===== config.mk =====
export PLATFORM = sky130hd
export DESIGN_NAME = toggle_handshake_rx
export DESIGN_NICKNAME = d
export VERILOG_FILES = /design/src/rtl/toggle_hs_pkg.sv /design/src/rtl/sync_fifo.sv /design/src/rtl/toggle_handshake_rx.sv
export SDC_FILE = /design/constraint.sdc
export NUM_CORES = 1
export LEC_CHECK = 0
export BUFFER_PORTS_ARGS = -buffer_cell sky130_fd_sc_hd__buf_4
export CORE_ASPECT_RATIO = 1.2
export CORE_UTILIZATION = 35
export CTS_CLUSTER_SIZE = 14
export DETAILED_ROUTE_END_ITERATION = 6
export GPL_ROUTABILITY_DRIVEN = 0
export GPL_TIMING_DRIVEN = 0
export PLACE_DENSITY = 0.56
export SLEW_MARGIN = 5
export SYNTH_ARGS = -nofsm -noshare
export SYNTH_HDL_FRONTEND = slang
export SYNTH_SLANG_ARGS = --single-unit

===== constraint.sdc =====
create_clock -name Clk -period 2.2 [get_ports Clk]
set_clock_uncertainty 0.15 [all_clocks]
set_input_delay 0.33 -clock Clk [delete_from_list [all_inputs] [get_ports Clk]]
set_output_delay 0.33 -clock Clk [all_outputs]
set_load 0.01 [all_outputs]

===== src/rtl/toggle_hs_pkg.sv =====
// Shared constants for the toggle-handshake blocks: default word width and FIFO depth,
// plus a constant-evaluable ceil(log2) used to size FIFO pointers.
package toggle_hs_pkg;

  localparam int DEFAULT_WIDTH = 8;
  localparam int DEFAULT_DEPTH = 4;

  function automatic int clog2(input int value);
    int result;
    result = 0;
    for (int i = 0; i < 31; i++) begin
      if ((1 << result) < value) result = result + 1;
    end
    return result;
  endfunction

endpackage


===== src/rtl/sync_fifo.sv =====
// Single-clock FIFO with one extra counter bit so full and empty stay distinguishable.
// The caller must not push when full or pop when empty.
module sync_fifo
  import toggle_hs_pkg::*;
#(
  parameter int WIDTH = DEFAULT_WIDTH,
  parameter int DEPTH = DEFAULT_DEPTH,
  localparam int AW = clog2(DEPTH)
) (
  input  logic             Clk,
  input  logic             Reset,
  input  logic             push,
  input  logic [WIDTH-1:0] wdata,
  input  logic             pop,
  output logic [WIDTH-1:0] rdata,
  output logic [AW:0]      fill
);

  logic [WIDTH-1:0] mem [DEPTH];
  logic [AW:0]      wr_cnt;
  logic [AW:0]      rd_cnt;

  // Counters wrap naturally; the low AW bits address the storage.
  always_ff @(posedge Clk or posedge Reset) begin
    if (Reset) begin
      wr_cnt <= '0;
      rd_cnt <= '0;
    end else begin
      if (push) wr_cnt <= wr_cnt + (AW+1)'(1);
      if (pop)  rd_cnt <= rd_cnt + (AW+1)'(1);
    end
  end

  always_ff @(posedge Clk) begin
    if (push) mem[wr_cnt[AW-1:0]] <= wdata;
  end

  assign rdata = mem[rd_cnt[AW-1:0]];
  assign fill  = wr_cnt - rd_cnt;

endmodule


===== src/rtl/toggle_handshake_rx.sv =====
// Receiver for two-phase toggle requests: captures each pending word into a FIFO,
// answers by toggling ack_tgl, and drains the FIFO on a valid/ready stream.
module toggle_handshake_rx
  import toggle_hs_pkg::*;
#(
  parameter int WIDTH = DEFAULT_WIDTH,
  parameter int DEPTH = DEFAULT_DEPTH,
  localparam int AW = clog2(DEPTH)
) (
  input  logic             Clk,
  input  logic             Reset,
  input  logic             req_tgl,
  input  logic [WIDTH-1:0] req_data,
  output logic             ack_tgl,
  output logic             out_valid,
  output logic [WIDTH-1:0] out_data,
  input  logic             out_ready,
  output logic [AW:0]      fill
);

  localparam logic [AW:0] FULL_LEVEL = (AW+1)'(DEPTH);

  logic req_seen;
  logic pending;
  logic push;
  logic pop;

  // Full is judged on the occupancy at the start of the cycle, so a same-cycle pop
  // does not let a waiting request in until the following edge.
  assign pending   = req_tgl ^ req_seen;
  assign push      = pending && (fill != FULL_LEVEL);
  assign out_valid = (fill != '0);
  assign pop       = out_valid && out_ready;
  assign ack_tgl   = req_seen;

  always_ff @(posedge Clk or posedge Reset) begin
    if (Reset) begin
      req_seen <= 1'b0;
    end else if (push) begin
      req_seen <= ~req_seen;
    end
  end

  sync_fifo #(
    .WIDTH (WIDTH),
    .DEPTH (DEPTH)
  ) u_fifo (
    .Clk   (Clk),
    .Reset (Reset),
    .push  (push),
    .wdata (req_data),
    .pop   (pop),
    .rdata (out_data),
    .fill  (fill)
  );

endmodule


==> impl_results.md, run 1 <==
* Met3 Track Usage GR at 4.80%
* FILL cells at 403
* ANT cells at 0
* Slew Limit Fails at 0
* CTS tree: done
* Port Buf Inserts at 24
* CTS root buffer: clkbuf_8
* Synthesized instance count at 89
* Net Switching at 0.00138 W
* Global-route wire length before repair at 4760 microns
* Slew HR at 69.0%
* Flop pwr share at 30.7%
* Top cell type's share of synthesized area at 57.0%
* Worst Min Path Start: req_data[6]
* Crit path buf inv count at 2
* Drt via density at 4.78
* CP max-delay cell: fa_2
* Mean Syn Cell Area at 18.9 sq um
* Syn_nets at 108
* Hold_ws at 87.2 ps
* CP max FO at 3
* Failing checks: setup timing
* Critical path class: flop to output port
* Clk pwr share at 11.9%
* Count of flip-flops with a built-in enable after synthesis at 32
* Detailed Place HPWL at 1990 microns
* Met1 GRT Util at 15.1%
* Max Freq at 430 MHz
* CP cell instances: inv_2, ha_2, fa_2, and2_4, nand2b_4, buf_6
* Slew @ Worst Pin at 462 ps
* Initial antenna violation count at 0
* Most frequent cells in the layout: edfxtp_1 (32), buf_4 (31), mux4_2 (8)
* Largest net degree at the start of global routing at 13
* Crit path largest cell delay at 590 ps
* Top cells by area, synth: edfxtp_1 (57%), mux4_2 (11%), dfrtp_1 (10%)
* Layout cells sized above 1 at 52.3%
* Unrepaired setup endpoints after global routing: true
* Delay-heaviest family, CP: adder cells
* Inst Count DP at 171
* Int Pwr at 0.00254 W
* Final Setup Violations at 40
* Top_reg_cell synth: edfxtp_1
* Sequential area share after synthesis at 67.4%
* Drt initial violations at 27
* MaxCap Viol Count at 0
* H-tree lvl count at 2
* Ys async rst share at 17.9%
* Pwr dens at 1800 mW/mm^2
* Synth warn at 0
* Chip height at 78.0 microns
* Post-DRT Antenna Nets at 0
* Layer with the highest usage: met2
* Period utilization at 106%
* Final Hold Vio Count at 0
* Leak at 0.846 nW
* Largest area contributor in the netlist: edfxtp_1
* P&R area growth vs syn at 29.0%
* Reg-to-reg startpoint: u_fifo.wr_cnt[0]
* Global-route usage over all layers at 13.4%
* Clock-pin slew on the worst setup and hold paths at 70 ps
* Via Count at 908
* WL/cell at 15.8 microns
* Worst endpoint data arrival time at 1850 ps
* Initial Utilization at 36.7%
* Power Total at 0.00392 W
* Post-synth cell types at 24
* Skew-Pair Late Insertion Delay at 290 ps
* Worst min path class: input pin to flop
* Critical Path Start Type: flop
* Die ar. at 0.00510 sq mm
* Synthesis-stage register bit count at 39
* Outcome: complete, but fails checks
* Num ports at 25
* Net Sw Frac at 35.3%
* Grt total ovfl at 0
* Setup ws final at -128 ps
* Grt met2 use at 22.5%
* Critical Path End Type: output port
* Max Buffers Root-to-Sink at 2
* Layout Nets at 150
* 1st-pass router iterations at 4
* Commonest non-fill, non-tap cell in the layout: edfxtp_1
* Crit path required time at 1720 ps
* Non-filler cells, final at 190
* Die Wd at 65.3 microns
* Final setup TNS at -3030 ps
* CORE AREA at 0.00459 sq mm
* Vias in the first global route at 950
* TritonCTS buffer count at 5
* Residual DRC at 0
* Netlist Area Pre-Place at 0.00169 sq mm
* Total wire length at 3000 microns
* Max rail drop VDD at 830 uV
* Final min period at 2330 ps
* Util after Layout at 47.3%
* CTS sink cnt at 39
* Rows at 27
* Gate power share at 57.4%
* Setup crit start: u_fifo.wr_cnt[0]
synthesized netlist by cell type (2+ instances only):
master	count
edfxtp_1	32
mux4_2	8
dfrtp_1	7
ha_1	6
inv_1	6
xnor2_1	4
and2_1	3
mux2_4	3
nand2_1	3
nor3_1	2
xor2_1	2
power by group through the flow:
stage / clock [W] / sequential (W) / combinational (W)
after detailed placement: 0 / 0.00122 / 0.00175
after global routing: 0.000517 / 0.00123 / 0.00242
after global placement: 0 / 0.00120 / 0.00173
after CTS: 0.000478 / 0.00120 / 0.00204
after floorplan: 0 / 0.00119 / 0.00117
final: 0.000466 / 0.00121 / 0.00225
worst reg2reg max path: cells and delay by family, from the launching register on:
kind                     cells  cell delay (ps)
flip-flops                   1              370
buffers and inverters        2              200
adder cells (fa/ha/maj)      2              590
AO/OA/AOI/OAI                1              180
XOR/XNOR                     1              260
AND/OR/NAND/NOR              1              260
layout make-up:
class,instances,area (sq um),area share (%)
Sequential cell,39,1140,52.2
Multi-Input combinational cell,42,572,26.3
Timing Repair Buffer,35,277,12.7
Clock buffer,6,72.6,3.34
Tap cell,58,72.6,3.34
Inverter,6,22.5,1.04
Clock inverter,2,12.5,0.575
Buffer,2,10.0,0.460
kinds of logic (layout without fill, tap and decap cells):
| logic type | after synthesis | after routing | synth area share, % |
|---|---|---|---|
| simple gates | 11 | 11 | 3.64 |
| buf+inv | 8 | 51 | 1.86 |
| xor+xnor | 7 | 7 | 4.60 |
| mux | 11 | 11 | 13.4 |
| flops | 39 | 39 | 67.4 |
| compound gates | 6 | 6 | 3.49 |
| fa+ha+maj | 7 | 7 | 5.64 |
flip-flops by register name, summed over array words and instances (netlist names):
signal and count:
u_fifo.mem 32, u_fifo.rd_cnt 3, u_fifo.wr_cnt 3, ack_tgl 1
metal layers:
layer	wire (microns)	up-vias
met5	0	-
met4	56	0
met3	140	7
met2	1540	21
met1	1260	458
li1	-	422
through the flow:
stage / instance area [sq um] / setup slack (ps)
detailed placement: 1950 / -160
floorplan: 1700 / 4.06
finish: 2170 / -128
CTS: 2120 / -114
global route: 2170 / -193
global placement: 1950 / -113
repair_timing:
item	4_1_cts	5_1_grt
endpoints found under the setup margin	43	44
pin swaps	5	4
buffers inserted	7	3
resized for setup	7	6
hold buffers	1	0
hold endpoints to repair	7	0
final timing paths:
path                                     to  slack [ps]  depth (start not counted)
setup / recovery                  out_valid        -130                          6
hold / removal             u_fifo.mem[2][6]          90                          1
setup reg to reg           u_fifo.mem[2][1]        -100                          7
hold reg to reg            u_fifo.wr_cnt[1]         440                          1
max in group asynchronous  u_fifo.rd_cnt[1]        1300                          3
min in group asynchronous  u_fifo.rd_cnt[0]         380                          3
No activity file was read; power rests on OpenSTA's default activity.
==> inputs of run 2 (changes only) <==
--- a/config.mk
+++ b/config.mk
@@ -10,3 +10,3 @@
 export CORE_UTILIZATION = 35
-export CTS_CLUSTER_SIZE = 14
+export CTS_CLUSTER_SIZE = 28
 export DETAILED_ROUTE_END_ITERATION = 6
==> constraint.sdc (replaced) <==
create_clock -name Clk -period 2.2 [get_ports Clk]
set_clock_uncertainty 0.15 [all_clocks]
set_input_delay 0.44 -clock Clk [delete_from_list [all_inputs] [get_ports Clk]]
set_output_delay 0.44 -clock Clk [all_outputs]
set_load 0.01 [all_outputs]
==> run 2 against run 1 <==
Compared with the run above:
- the run still ends with setup timing left
- sequential cell count unchanged
- global-route usage increased by 0.28 points
- register-to-register slack is essentially flat
- clock power is essentially flat
- critical path type unchanged
==> impl_results.md, run 2 (synthesized netlist as in run 1, its figures left out) <==
* Outcome: complete, but fails checks
* Failing checks: setup timing
* Final min period at 2380 ps
* Crit path required time at 1610 ps
* CTS tree: done
* Pwr dens at 1810 mW/mm^2
* TritonCTS buffer count at 5
* Crit path buf inv count at 1
* Global-route usage over all layers at 13.7%
* Most frequent cells in the layout: edfxtp_1 (32), buf_4 (29), mux4_2 (8)
* 1st-pass router iterations at 4
* Initial Utilization at 36.7%
* Final Setup Violations at 43
* Post-DRT Antenna Nets at 0
* CP cell instances: ha_4, fa_2, xor3_2, nand2b_4, buf_6
* Critical Path Start Type: flop
* Max Freq at 420 MHz
* Port Buf Inserts at 24
* Commonest non-fill, non-tap cell in the layout: edfxtp_1
* Initial antenna violation count at 0
* CP max-delay cell: dfrtp_1
* Max rail drop VDD at 837 uV
* Rows at 27
* ANT cells at 0
* CORE AREA at 0.00459 sq mm
* Clock-pin slew on the worst setup and hold paths at 80 ps
* Critical Path End Type: output port
* Slew @ Worst Pin at 369 ps
* Die ar. at 0.00510 sq mm
* Layout cells sized above 1 at 52.6%
* Metal2 WL at 1620 microns
* Grt total ovfl at 0
* Skew-Pair Late Insertion Delay at 290 ps
* Num ports at 25
* Chip height at 78.0 microns
* Power Total at 0.00398 W
* Slew Limit Fails at 0
* Inst Count DP at 171
* Max Buffers Root-to-Sink at 2
* Non-filler cells, final at 191
* Crit path largest cell delay at 420 ps
* Worst endpoint data arrival time at 1790 ps
* Delay-heaviest family, CP: adder cells
* Drt initial violations at 45
* Total wire length at 3100 microns
* Largest register FFs at 32
* Setup ws final at -181 ps
* Slew HR at 74.8%
* DR WL met3 at 138 microns
* Routed length on met1 at 1270 microns
* Post-route cell area at 0.00221 sq mm
* P&R area growth vs syn at 30.9%
* Worst min path class: input pin to flop
* Drt via density at 4.71
* CTS root buffer: clkbuf_8
* Critical path class: flop to output port
* CTS sink cnt at 39
* Unrepaired setup endpoints after global routing: true
* Highest routed layer: met4
* CP max FO at 3
* Via Count at 900
* Detailed Place HPWL at 1990 microns
* Leak at 0.864 nW
* Die Wd at 65.3 microns
* Period utilization at 108%
* Layout Nets at 151
* Pre-CTS WS at -160 ps
* Placed Area at 0.00195 sq mm
* WL/cell at 16.2 microns
* H-tree lvl count at 2
* Residual DRC at 0
* Final Hold Vio Count at 0
* MaxCap Viol Count at 0
* Largest net degree at the start of global routing at 13
* Vias in the first global route at 961
* Global-route wire length before repair at 4820 microns
-- run 2: changes by cell type in the layout (fill, tap and decap cells not counted), sizes merged --
cell    delta
clkbuf     +1
-- run 2: per-layer routing --
metal	track usage [%]	vias to the layer above
li1	-	426
met2	23.2	21
met1	14.8	444
met4	6.52	0
met3	5.09	9
met5	0	-
-- run 2: final cells by class --
type / count / area (sq um)
fillers: 404 / 2390
inverters: 6 / 22.5
clock inverters: 2 / 12.5
well taps: 58 / 72.6
flip-flops and latches: 39 / 1140
clock buffers: 6 / 72.6
plain buffers: 1 / 5.00
repair buffers: 37 / 329
multi-input cells: 42 / 556
-- run 2: path summary, 6_finish.rpt --
check                           cells after the start              from               end  slack [ps]
worst max-delay path                                5  u_fifo.rd_cnt[0]         out_valid        -180
worst min-delay path                                1       req_data[6]  u_fifo.mem[2][6]         200
worst max register to register                      7  u_fifo.wr_cnt[0]  u_fifo.mem[0][2]         -90
worst min register to register                      1  u_fifo.rd_cnt[2]  u_fifo.rd_cnt[2]         450
max in group asynchronous                           3             Reset  u_fifo.rd_cnt[1]        1190
min in group asynchronous                           3             Reset  u_fifo.rd_cnt[0]         480
-- run 2: repair_timing --
action                     CTS  global route
hold endpoints to repair     7             0
hold buffers                 1             0
gates cloned                 0             1
pin swaps                    5             5
setup endpoints to repair   44            48
buffers inserted             7             4
resized for setup            9             7
-- run 2: report_power, final --
part	internal (W)	leakage [nW]	switching, W	total [W]
logic	0.00131	0.447	0.00101	0.00232
registers	0.00109	0.376	0.000110	0.00120
clock network	0.000221	0.0412	0.000246	0.000468
-- run 2: per-stage QoR --
step / hold slack [ps] / util [%] / TNS [ps]
floorplan: 93.4 / - / 0
global placement: 255 / 42.4 / -3420
detailed placement: 255 / 42.4 / -4710
CTS: 191 / 46.3 / -9680
global route: 179 / 48.0 / -5620
finish: 198 / 48.0 / -2720
